==> config.mk <==
export PLATFORM = sky130hd
export DESIGN_NAME = seg_scan_ctrl_flat
export DESIGN_NICKNAME = d
export VERILOG_FILES = /design/src/rtl/seg_scan_ctrl_pkg.sv /design/src/rtl/seg_scan_ctrl_if.sv /design/src/rtl/seg_scan_ctrl_scan_timer.sv /design/src/rtl/seg_scan_ctrl.sv /design/src/flat_wrapper.sv
export SDC_FILE = /design/constraint.sdc
export NUM_CORES = 1
export LEC_CHECK = 0
export ABC_AREA = 1
export CAP_MARGIN = 20
export CELL_PAD_IN_SITES_DETAIL_PLACEMENT = 0
export CELL_PAD_IN_SITES_GLOBAL_PLACEMENT = 1
export CORE_MARGIN = 5
export CORE_UTILIZATION = 31
export DETAILED_ROUTE_END_ITERATION = 8
export PLACE_DENSITY_LB_ADDON = 0.1
export SYNTH_ARGS = -nofsm -noshare
export SYNTH_HDL_FRONTEND = slang
export SYNTH_HIERARCHICAL = 1
export SYNTH_SLANG_ARGS = --single-unit
==> constraint.sdc <==
create_clock -name clk -period 6.4 [get_ports clk]
set_input_delay 0.64 -clock clk [delete_from_list [all_inputs] [get_ports clk]]
set_output_delay 0.64 -clock clk [all_outputs]
set_load 0.01 [all_outputs]
==> src/rtl/seg_scan_ctrl_pkg.sv <==
// seg_pkg: shared types and constants for the seg_scan_ctrl display scanner.
//   scan_state_t : scan FSM state (IDLE, BLANK, SHOW)
//   AN_OFF       : per-bit level that turns a common-anode digit off
//   max2()       : elaboration-time helper for sizing the slot counter
package seg_pkg;

  typedef enum logic [1:0] {
    IDLE  = 2'd0,
    BLANK = 2'd1,
    SHOW  = 2'd2
  } scan_state_t;

  // Anodes are active-low, so a 1 on an anode pin keeps that digit dark.
  localparam logic AN_OFF = 1'b1;

  function automatic int max2(input int a, input int b);
    return (a > b) ? a : b;
  endfunction

endpackage

==> src/rtl/seg_scan_ctrl_if.sv <==
// seg_scan_ctrl_if: value-producer / pin-side bundle of the display scanner.
//   enable, load, value, dp_in        : from the value producer (master) to the scanner
//   nibble, an_n, dp_n, pending,
//   frame_done                        : from the scanner (slave) back out
// Handshake: load is a single-cycle strobe with no ready/backpressure; the
// scanner accepts value/dp_in on every rising edge where load = 1, and a
// later strobe before the frame boundary simply replaces the earlier one.
// pending = 1 tells the producer a captured value is still waiting to be
// shown; frame_done pulses for one cycle on the edge a frame commits.
interface seg_scan_ctrl_if #(
  parameter int DIGITS = 4
);
  logic                  enable;
  logic                  load;
  logic [4*DIGITS-1:0]   value;
  logic [DIGITS-1:0]     dp_in;
  logic [3:0]            nibble;
  logic [DIGITS-1:0]     an_n;
  logic                  dp_n;
  logic                  pending;
  logic                  frame_done;

  modport master (
    output enable, load, value, dp_in,
    input  nibble, an_n, dp_n, pending, frame_done
  );

  modport slave (
    input  enable, load, value, dp_in,
    output nibble, an_n, dp_n, pending, frame_done
  );
endinterface

==> src/rtl/seg_scan_ctrl_scan_timer.sv <==
// scan_timer: loadable down-counter used to time BLANK and SHOW slots.
//   clk, rst_n : clock, asynchronous active-low reset
//   load       : load load_val this edge (takes priority over counting)
//   load_val   : slot length minus one
//   done       : counter has reached zero (last cycle of the slot)
// The counter stops at zero rather than wrapping, so done stays high until
// the next load.
module scan_timer #(
  parameter int W = 3
) (
  input  logic         clk,
  input  logic         rst_n,
  input  logic         load,
  input  logic [W-1:0] load_val,
  output logic         done
);

  logic [W-1:0] cnt;

  always_ff @(posedge clk or negedge rst_n) begin
    if (!rst_n) begin
      cnt <= '0;
    end else if (load) begin
      cnt <= load_val;
    end else if (cnt != '0) begin
      cnt <= cnt - 1'b1;
    end
  end

  assign done = (cnt == '0);

endmodule

==> src/rtl/seg_scan_ctrl.sv <==
// seg_scan_ctrl: time-multiplexed scanner for a common-anode 7-segment display.
//   clk, rst_n  : clock, asynchronous active-low reset
//   bus (slave) : enable/load/value/dp_in in; nibble/an_n/dp_n/pending/frame_done out
//   state_dbg   : current scan FSM state
// Each digit gets BLANK_CYCLES dark cycles then DIV lit cycles. Loaded values
// sit in a shadow register and move to the display register only at the end
// of a full frame (or immediately while idle), so a frame never mixes values.
// Optional build macro: SEG_LEADING_ZERO_BLANK_EN suppresses leading-zero
// digits (digit 0 always lit; a lit decimal point keeps its digit on).
module seg_scan_ctrl
  import seg_pkg::*;
#(
  parameter int DIGITS       = 4,
  parameter int DIV          = 50000,
  parameter int BLANK_CYCLES = 2
) (
  input  logic              clk,
  input  logic              rst_n,
  seg_scan_ctrl_if.slave    bus,
  output scan_state_t       state_dbg
);

  localparam int CW = $clog2(max2(DIV, BLANK_CYCLES) + 1);
  localparam int DW = $clog2(DIGITS);
  localparam logic [DW-1:0] LAST      = DW'(DIGITS - 1);
  localparam logic [CW-1:0] BLANK_VAL = CW'(BLANK_CYCLES - 1);
  localparam logic [CW-1:0] SHOW_VAL  = CW'(DIV - 1);

  scan_state_t           state, state_nx;
  logic [DW-1:0]         digit, digit_nx;
  logic [4*DIGITS-1:0]   shadow_val, disp_val;
  logic [DIGITS-1:0]     shadow_dp, disp_dp;
  logic                  pending_q, frame_done_q;
  logic                  frame_end, commit;
  logic                  tmr_load, tmr_done;
  logic [CW-1:0]         tmr_val;
  logic                  lit_ok;
  logic [DIGITS-1:0]     an_n_c;
  logic [3:0]            nibble_c;
  logic                  dp_n_c;

  scan_timer #(.W(CW)) u_timer (
    .clk      (clk),
    .rst_n    (rst_n),
    .load     (tmr_load),
    .load_val (tmr_val),
    .done     (tmr_done)
  );

  always_comb begin
    state_nx  = state;
    digit_nx  = digit;
    frame_end = 1'b0;
    tmr_val   = '0;
    case (state)
      IDLE: begin
        if (bus.enable) begin
          state_nx = BLANK;
          digit_nx = '0;
        end
      end
      BLANK: begin
        if (tmr_done) state_nx = SHOW;
      end
      SHOW: begin
        if (tmr_done) begin
          state_nx = BLANK;
          if (digit == LAST) begin
            digit_nx  = '0;
            frame_end = 1'b1;
          end else begin
            digit_nx = digit + 1'b1;
          end
        end
      end
      default: state_nx = IDLE;
    endcase
    // Dropping enable wins over everything, including a frame that was
    // about to complete; that pending value is then committed from IDLE.
    if (!bus.enable) begin
      state_nx  = IDLE;
      digit_nx  = '0;
      frame_end = 1'b0;
    end
    commit = frame_end || ((state == IDLE) && pending_q);
    // Reload on every state change; IDLE keeps the counter parked at zero.
    tmr_load = (state_nx != state) || (state == IDLE);
    case (state_nx)
      BLANK:   tmr_val = BLANK_VAL;
      SHOW:    tmr_val = SHOW_VAL;
      default: tmr_val = '0;
    endcase
  end

  always_ff @(posedge clk or negedge rst_n) begin
    if (!rst_n) begin
      state        <= IDLE;
      digit        <= '0;
      shadow_val   <= '0;
      shadow_dp    <= '0;
      disp_val     <= '0;
      disp_dp      <= '0;
      pending_q    <= 1'b0;
      frame_done_q <= 1'b0;
    end else begin
      state        <= state_nx;
      digit        <= digit_nx;
      frame_done_q <= frame_end;
      // Commit reads the shadow before a same-cycle load overwrites it.
      if (commit) begin
        disp_val <= shadow_val;
        disp_dp  <= shadow_dp;
      end
      if (bus.load) begin
        shadow_val <= bus.value;
        shadow_dp  <= bus.dp_in;
        pending_q  <= 1'b1;
      end else if (commit) begin
        pending_q <= 1'b0;
      end
    end
  end

`ifdef SEG_LEADING_ZERO_BLANK_EN
  // upper_zero[i]: every nibble from digit i up to the top digit is zero.
  logic [DIGITS-1:0] upper_zero;
  for (genvar i = 0; i < DIGITS; i++) begin : g_uz
    assign upper_zero[i] = (disp_val[4*DIGITS-1:4*i] == '0);
  end
  assign lit_ok = (digit == '0) || !upper_zero[digit] || disp_dp[digit];
`else
  assign lit_ok = 1'b1;
`endif

  // Outputs decode registered state only; no input reaches a pin directly.
  always_comb begin
    an_n_c   = {DIGITS{AN_OFF}};
    dp_n_c   = 1'b1;
    nibble_c = 4'h0;
    if (state != IDLE) begin
      nibble_c = disp_val[{digit, 2'b00} +: 4];
      dp_n_c   = ~disp_dp[digit];
      if ((state == SHOW) && lit_ok) an_n_c[digit] = ~AN_OFF;
    end
  end

  assign bus.an_n       = an_n_c;
  assign bus.dp_n       = dp_n_c;
  assign bus.nibble     = nibble_c;
  assign bus.pending    = pending_q;
  assign bus.frame_done = frame_done_q;
  assign state_dbg      = state;

endmodule

==> src/flat_wrapper.sv <==
// flat-port wrapper written by rule: the top's interface ports become plain ports
module seg_scan_ctrl_flat import seg_pkg::*;
#(
  parameter int DIGITS       = 4,
  parameter int DIV          = 50000,
  parameter int BLANK_CYCLES = 2
)
  (clk, rst_n, state_dbg, bus_enable, bus_load, bus_value, bus_dp_in, bus_nibble, bus_an_n, bus_dp_n, bus_pending, bus_frame_done);
  seg_scan_ctrl_if #(.DIGITS(DIGITS)) bus_i ();
  input  logic clk;
  input  logic rst_n;
  output scan_state_t state_dbg;
  input wire logic [$bits(bus_i.enable)-1:0] bus_enable;
  input wire logic [$bits(bus_i.load)-1:0] bus_load;
  input wire logic [$bits(bus_i.value)-1:0] bus_value;
  input wire logic [$bits(bus_i.dp_in)-1:0] bus_dp_in;
  output wire logic [$bits(bus_i.nibble)-1:0] bus_nibble;
  output wire logic [$bits(bus_i.an_n)-1:0] bus_an_n;
  output wire logic [$bits(bus_i.dp_n)-1:0] bus_dp_n;
  output wire logic [$bits(bus_i.pending)-1:0] bus_pending;
  output wire logic [$bits(bus_i.frame_done)-1:0] bus_frame_done;
  assign bus_i.enable = bus_enable;
  assign bus_i.load = bus_load;
  assign bus_i.value = bus_value;
  assign bus_i.dp_in = bus_dp_in;
  assign bus_nibble = bus_i.nibble;
  assign bus_an_n = bus_i.an_n;
  assign bus_dp_n = bus_i.dp_n;
  assign bus_pending = bus_i.pending;
  assign bus_frame_done = bus_i.frame_done;
  seg_scan_ctrl #(.DIGITS(DIGITS), .DIV(DIV), .BLANK_CYCLES(BLANK_CYCLES)) u_core (.clk(clk), .rst_n(rst_n), .bus(bus_i), .state_dbg(state_dbg));
endmodule
==> results of run 1 <==
## cells by family (layout without fill, tap and decap cells)
| family | after synthesis | in the layout | share of synthesized area, % |
|---|---|---|---|
| XOR/XNOR | 5 | 5 | 1.304 |
| buffers and inverters | 54 | 91 | 7.824 |
| AND/OR/NAND/NOR | 289 | 289 | 38.64 |
| AO/OA/AOI/OAI | 21 | 21 | 3.688 |
| flip-flops | 62 | 62 | 46.20 |
| other | 1 | 7 | 0.1117 |
| adder cells (fa/ha/maj) | 6 | 6 | 2.235 |
## per-stage QoR
stage | utilization (%) | hold slack (ps) | power [uW]
after floorplan | - | 344.4 | 644.2
after global placement | 35.39 | 454.6 | 716.2
after detailed placement | 35.39 | 458.5 | 716.3
after CTS | 37.14 | 477.7 | 1069
after global routing | 37.14 | 503.2 | 1120
final | 37.14 | 470.0 | 1043
## metal layers
metal / vias to the layer above / part of all wire (%)
met5: - / 0
met4: 0 / 1.2
met3: 6 / 2.0
met2: 26 / 49
met1: 1200 / 48
li1: 1417 / -
## final cells by class
class,instances,share of cell area [%]
Clock buffer,11,3.542
Inverter,39,3.668
Clock inverter,4,1.191
Timing Repair Buffer,37,9.091
Sequential cell,62,38.87
Multi-Input combinational cell,328,39.25
Tap cell,140,4.389
## power groups by stage
| stage | combinational, uW | sequential, uW | clock (uW) |
|---|---|---|---|
| 4_1_cts | 229 | 481 | 359 |
| 6_report | 222 | 480 | 340 |
| 2_1_floorplan | 166 | 478 | 0 |
| 3_5_place_dp | 227 | 489 | 0 |
| 5_1_grt | 259 | 489 | 372 |
| 3_3_place_gp | 228 | 488 | 0 |
## how the worst max path moves through the flow
stage | start | end | depth (start not counted)
5_1_grt | u_core/u_timer/cnt[0]$_DFFE_PN0P_ | u_core/u_timer/cnt[12]$_DFFE_PN0P_ | 12
4_1_cts | u_core/u_timer/cnt[0]$_DFFE_PN0P_ | u_core/u_timer/cnt[12]$_DFFE_PN0P_ | 12
3_3_place_gp | u_core/u_timer/cnt[0]$_DFFE_PN0P_ | u_core/u_timer/cnt[12]$_DFFE_PN0P_ | 12
2_1_floorplan | u_core/u_timer/cnt[0]$_DFFE_PN0P_ | u_core/u_timer/cnt[8]$_DFFE_PN0P_ | 15
6_report | u_core/u_timer/cnt[0]$_DFFE_PN0P_ | u_core/u_timer/cnt[12]$_DFFE_PN0P_ | 12
3_5_place_dp | u_core/u_timer/cnt[0]$_DFFE_PN0P_ | u_core/u_timer/cnt[12]$_DFFE_PN0P_ | 12
## cells in the final DEF, fill, tap and decap left out, types with 3 or more instances in the layout
master | Yosys | routed
nand3_1 | 41 | 41
nor2_1 | 23 | 23
nand2_1 | 196 | 196
xor2_1 | 3 | 3
conb_1 | 1 | 7
clkdlybuf4s50_1 | 0 | 35
o21ai_0 | 9 | 9
nand3_4 | 3 | 3
dfrtp_1 | 62 | 62
nand3b_1 | 3 | 3
nor2_2 | 6 | 6
nand2_2 | 4 | 4
clkbuf_8 | 1 | 10
ha_1 | 6 | 6
a21oi_1 | 7 | 7
o21bai_2 | 3 | 3
inv_1 | 38 | 38
nor2_4 | 5 | 5
## cell usage after synthesis
library cell	number
nand3_2	1
nand3_4	3
nor2_4	5
xor2_1	3
xnor2_1	2
nand3_1	41
nand2_2	4
nand3b_1	3
o21bai_2	3
dfrtp_1	62
nor2_8	1
nor2_1	23
nand4_1	2
nand2_4	2
inv_2	1
ha_1	6
o21ai_1	2
buf_2	4
clkbuf_1	4
o21ai_0	9
or2_2	1
a21oi_1	7
nor3_1	1
clkbuf_8	1
nand2_1	196
nor2_2	6
inv_1	38
buf_6	6
conb_1	1
## worst max-delay path, stage by stage, from the launching register on
cell	delay (ps)
dfrtp_1	400
inv_1	110
ha_1	280
nand2_4	110
nor2_4	130
nand3_1	100
nor3_1	500
a21oi_1	80
nand3_1	570
inv_1	430
or2_2	380
nand2_1	70
nor2_1	40
## registers in the layout (all words and copies together), names as in the netlist
signal and count:
u_core/bus.frame_done 1, u_core/bus.pending 1, u_core/digit 2, u_core/disp_dp 4, u_core/disp_val 16, u_core/shadow_dp 4, u_core/shadow_val 16, u_core/state_dbg 2
u_core/u_timer/cnt 16
==> parameters.txt, run 1 <==
Parameter                              Value

Drt
  Number of iterations in the first detailed-routing pass ... 4
  Post-route DRC violation count ... 0
  Routed via count divided by cell count ... 4.266
  Detail Route Antenna Nets ... 0
  Wire length per cell ... 12.53 um
  Initial DRC count ... 109
  Final wirelength ... 7.779 mm
  Vias after detailed routing ... 2,649

Synth
  Gate count of the mapped netlist ... 438
  Seq/Total Area, Yosys ... 46.20%
  Largest cells by area after synthesis ... dfrtp_1, nand2_1, nand3_1
  Leading area contributor after synthesis ... dfrtp_1
  Distinct cell type count after synthesis ... 29
  Mean post-synth cell area ... 7.667 um^2
  Cell area after synthesis ... 0.003358 mm^2
  Area share of the largest cell type after synthesis ... 46.20%
  Yosys warning total ... 6
  Number of storage elements in the synthesis netlist ... 62

CTS
  Count of clock tree sinks ... 62
  Gates resized, CTS repair ... 0
  Longest Clk Path Bufs ... 2
  Number of buffers added by the clock tree synthesis step ... 9
  Post-CTS Setup Bufs ... 0
  Clock tree from TritonCTS ... yes
  Quantity of hold-fixing buffers added after cts ... 0
  H-tree depth reported by CTS ... 3
  Root Driver ... clkbuf_8
  Clock transition at the register clock pins on the worst setup and hold paths after CTS ... 70 ps
  Clk_lat worst skew ... 330 ps

Critical path
  Critical Path Start Type ... flip-flop
  Worst reg-to-reg setup slack ... 3080 ps
  Worst-case reg-to-reg path depth ... 12
  Critical register-to-register path startpoint ... u_core/u_timer/cnt[0]$_DFFE_PN0P_
  Crit Reg-Reg Endpoint ... u_core/u_timer/cnt[12]$_DFFE_PN0P_
  Crit Path Class ... flip-flop to flip-flop
  Kind of capture point of the worst setup path ... flip-flop
  Arrival time at the worst endpoint ... 3540 ps
  Data required time at the worst endpoint ... 6620 ps
  Top fanout value on the critical path ... 20

Floorplanning
  Area inside the core boundary ... 0.01075 mm^2
  Std cell rows ... 38
  Chip Width ... 114.1 um
  Initial core utilization ... 31.25%
  Count of pins on the block boundary ... 37
  Die Footprint ... 0.01301 mm^2
  Height of the die ... 114.1 um

Place
  Pre-CTS setup slack ... 3021 ps
  Post-placement cell count ... 606
  GPL Wtd Cong ... 0.7963
  PortBufs ... 36
  Post-DP HPWL ... 5.443 mm
  Cell area after placement ... 0.003802 mm^2

GRT
  GRT Residual Overflow ... 0
  Number of antenna violations at the first check in global routing ... 0
  Overall Global Routing Usage ... 13.26%
  Global-route met1 utilization ... 16.21%
  Met3 capacity usage during global routing ... 2.378%
  Number of global-route vias before repair ... 2,832
  Largest net degree at the start of global routing ... 63
  First-pass GRT wire length ... 13.62 mm
  Met2 global-route usage ... 23.15%
  Busiest grt layer ... met2

Timing
  Final Max Tran Viols ... 0
  Tmin final ... 3322 ps
  Part of the cycle the worst path needs ... 51.91%
  Rel. slew slack ... 45.48%
  Slew at the pin with the worst max-slew slack ... 817.8 ps
  Fmax ... 0.3010 GHz
  Final worst-path setup slack ... 3078 ps
  Final Skew ... 8.156 ps
  Setup-violating endpoint count in the final report ... 0
  Unrepaired setup endpoints after global routing ... no
  Setup total negative slack ... 0 ps
  Count of final hold-check violations ... 0

Power and ir drop
  Internal power component ... 719.2 uW
  Net Sw Frac ... 31.03%
  Reported leakage power ... 0.002063 uW
  Comb pwr share ... 21.3%
  Areal power density over the cells ... 261.3 mW/mm^2
  Clock Power Share ... 32.6%
  Net switching power figure ... 323.6 uW
  Seq pwr share ... 46.1%
  VDD IR-drop max ... 0.08790 mV

Layout
  Multi-input gate area ... 0.001567 mm^2
  Filler cell count in the final layout ... 1,194
  Final instance count without filler cells ... 621
  Fraction of final layout cells sized beyond drive strength 1 ... 8.940%
  Count of inserted antenna diode cells ... 0
  Synthesis-to-layout area growth ... 18.85%
  Total Nets Final ... 507
  Register cell area after layout ... 0.001551 mm^2
  Post-Layout Inst Area ... 0.003991 mm^2

Run
  Max Cap Violations ... 0

Hold path
  Launch point of the worst hold path ... u_core/shadow_dp[3]$_DFFE_PN0P_
  Hold WC Path Type ... flip-flop to flip-flop
  Cell depth of the worst min-delay path ... 2
  End point of the most critical hold path ... u_core/shadow_dp[3]$_DFFE_PN0P_

Outcome
  Outcome ... finished clean
(Power assumes the default switching activity.)
==> run 2, diff against run 1 <==
clock period = 2.9 ns   (was 6.4 ns; I/O delays follow)
==> run 2 against run 1 <==
Clock power grew 100%. Count of clock-buffer cells in the layout is the same. Final cell count grew 0.81%. Total power grew 120%. Global-route usage grew 0.24 points. Clock skew grew 2.2 ps. Wire length grew 3.0%. Worst setup slack lost 2700 ps. Critical path depth grew 4. Sequential power grew 120%. Utilization grew 0.21 points.
==> parameters.txt, run 2 (synthesis results as in run 1) <==
Parameter                              Value

Drt
  Vias after detailed routing ... 2,752 (+3.9%)
  Routed via count divided by cell count ... 4.396 (+3.1%)
  Detail Route Antenna Nets ... 0 (unchanged)
  Final wirelength ... 8.015 mm (+3.0%)
  Wire length per cell ... 12.80 um (+2.2%)
  Initial DRC count ... 89 (-18%)
  Post-route DRC violation count ... 0 (unchanged)
  Number of iterations in the first detailed-routing pass ... 4 (unchanged)

Critical path
  Crit path top cell by count ... nand2_1
  Data required time at the worst endpoint ... 3120 ps (-3500 ps)
  Stage delay of the slowest cell on the critical path ... 400 ps (-170 ps)
  Critical register-to-register path startpoint ... u_core/u_timer/cnt[0]$_DFFE_PN0P_
  Kind of capture point of the worst setup path ... flip-flop
  Crit path cell chain ... inv_1 > ha_1 > nand2_4 > nor2_4 > nand3_1 > nor3_1 > buf_4 > inv_1 > nand2_1 > nand2_1 > nand2_1 > nor2_1 > ha_1 > nand2_1 > inv_1 > o21bai_2
  Standard cell with the maximum stage delay on the critical path ... dfrtp_1
  Family with the most delay on the worst path ... simple AND/OR/NAND/NOR gates
  Top fanout value on the critical path ... 8 (-60%)
  Worst-case reg-to-reg path depth ... 16 (+4)
  Crit Path Class ... flip-flop to flip-flop
  Critical Path Start Type ... flip-flop
  Logic depth of the worst path, buffers included ... 16 (+4)
  Buffers & Inverters on Critical Path ... 4 (+2)
  Source of the critical timing path ... u_core/u_timer/cnt[0]$_DFFE_PN0P_
  Arrival time at the worst endpoint ... 2720 ps (-820 ps)

Run
  Max Cap Violations ... 0 (unchanged)

Power and ir drop
  Reported leakage power ... 0.002083 uW (+0.97%)
  Areal power density over the cells ... 561.2 mW/mm^2 (+110%)
  VDD IR-drop max ... 0.1785 mV (+100%)

CTS
  H-tree depth reported by CTS ... 3 (unchanged)
  Quantity of hold-fixing buffers added after cts ... 0 (unchanged)
  Gates resized, CTS repair ... 0 (unchanged)
  Root Driver ... clkbuf_8
  Clock transition at the register clock pins on the worst setup and hold paths after CTS ... 70 ps (about the same)
  Longest Clk Path Bufs ... 2 (unchanged)
  Clock tree from TritonCTS ... yes
  Post-CTS Setup Bufs ... 0 (unchanged)
  Count of clock tree sinks ... 62 (unchanged)
  Clk_lat worst skew ... 340 ps (about the same)
  Number of buffers added by the clock tree synthesis step ... 9 (unchanged)

Timing
  Slew at the pin with the worst max-slew slack ... 835.5 ps (+17.75 ps)
  Final Skew ... 10.39 ps (+2.230 ps)
  Setup total negative slack ... 0 ps (unchanged)
  Setup-violating endpoint count in the final report ... 0 (unchanged)
  Part of the cycle the worst path needs ... 86.04% (+34 points)
  Fmax ... 0.4008 GHz (+33%)
  Rel. slew slack ... 44.30% (-1.2 points)
  Tmin final ... 2495 ps (-827.2 ps)
  Unrepaired setup endpoints after global routing ... no
  Final Max Tran Viols ... 0 (unchanged)
  Final hold slack ... 131.4 ps (-338.6 ps)
  Count of final hold-check violations ... 0 (unchanged)

GRT
  First-pass GRT wire length ... 13.95 mm (+2.4%)
  GRT Residual Overflow ... 0 (unchanged)
  Overall Global Routing Usage ... 13.50% (+0.24 points)
  Largest net degree at the start of global routing ... 63 (unchanged)
  Number of antenna violations at the first check in global routing ... 0 (unchanged)
  Number of global-route vias before repair ... 2,925 (+3.3%)

Place
  PortBufs ... 36 (unchanged)
  Post-DP HPWL ... 5.691 mm (+4.6%)
  GPL Wtd Cong ... 0.7898 (-0.82%)

Layout
  Top library cells by usage in the layout, fill and taps aside ... nand2_1, dfrtp_1, nand3_1
  Biggest registers after layout ... u_core/disp_val x16, u_core/shadow_val x16, u_core/u_timer/cnt x16
  Count of inserted antenna diode cells ... 0 (unchanged)
  Total Nets Final ... 512 (+0.99%)
  Fraction of final layout cells sized beyond drive strength 1 ... 10.08% (+1.1 points)
  Synthesis-to-layout area growth ... 19.52%
  Final core occ ... 37.35% (+0.21 points)
  Most frequent standard cell in the layout excluding fill and tap cells ... nand2_1

Floorplanning
  Height of the die ... 114.1 um (unchanged)
  Std cell rows ... 38 (unchanged)
  Die Footprint ... 0.01301 mm^2 (unchanged)
  Area inside the core boundary ... 0.01075 mm^2 (unchanged)
  Count of pins on the block boundary ... 37 (unchanged)
  Initial core utilization ... 31.25% (unchanged)
  Chip Width ... 114.1 um (unchanged)

Hold path
  Hold WC Path Type ... input port to async pin

Outcome
  Outcome ... finished clean
[run 2: final cells by class]
class | count | area [um^2]
Fill cell | 1219 | 6731
Clock inverter | 4 | 22.52
Tap cell | 140 | 175.2
Clock buffer | 11 | 151.4
Timing Repair Buffer | 42 | 400.4
Inverter | 39 | 146.4
Multi-Input combinational cell | 328 | 1567
Sequential cell | 62 | 1551
[run 2: path summary, 6_finish.rpt]
check / end / slack [ps]
worst max-delay path: u_core/u_timer/cnt[8]$_DFFE_PN0P_ / 400
worst min-delay path: u_core/u_timer/cnt[9]$_DFFE_PN0P_ / 130
worst max register to register: u_core/u_timer/cnt[8]$_DFFE_PN0P_ / 400
worst min register to register: u_core/disp_val[5]$_DFFE_PN0P_ / 470
max in group asynchronous: u_core/disp_dp[1]$_DFFE_PN0P_ / 2220
min in group clk: u_core/disp_val[5]$_DFFE_PN0P_ / 470
[run 2: metal layers]
layer | routed length [um] | vias to the layer above | part of all wire (%) | global-route usage (%)
met5 | 0 | - | 0 | 0
met4 | 122 | 0 | 1.5 | 4.592
met3 | 217 | 10 | 2.7 | 2.748
met2 | 4117 | 40 | 51 | 23.77
met1 | 3558 | 1267 | 44 | 16.42
li1 | - | 1435 | - | -
[run 2: through the flow]
step | cells | worst slack [ps] | total power, uW | area (um^2)
2_1_floorplan | 444 | 525.5 | 1422 | 3381
3_3_place_gp | 611 | 483.4 | 1590 | 3840
3_5_place_dp | 611 | 411.2 | 1591 | 3840
4_1_cts | 626 | 381.2 | 2301 | 4014
5_1_grt | 626 | 121.0 | 2416 | 4014
6_report | 626 | 404.8 | 2253 | 4014
[run 2: worst reg2reg max path, delay by kind of cell, from the launching register on]
kind	cells	cell delay [ps]
buffers and inverters	4	350
and+or+nand+nor	9	910
adders and majority gates	2	570
AOI/OAI and AO/OA	1	170
DFF	1	400
[run 2: report_power, final]
part           leakage, uW  internal (uW)  total (uW)  switching, uW
logic              0.00122            199         503            304
registers         0.000776            979        1060           81.7
clock network    0.0000910            348         690            342
==> run 3, diff against run 2 <==
ABC_CLOCK_PERIOD_IN_PS = 2900   (was not set)
==> results of run 3 <==
Final layout, timing and power as in run 2 (identical DEF).
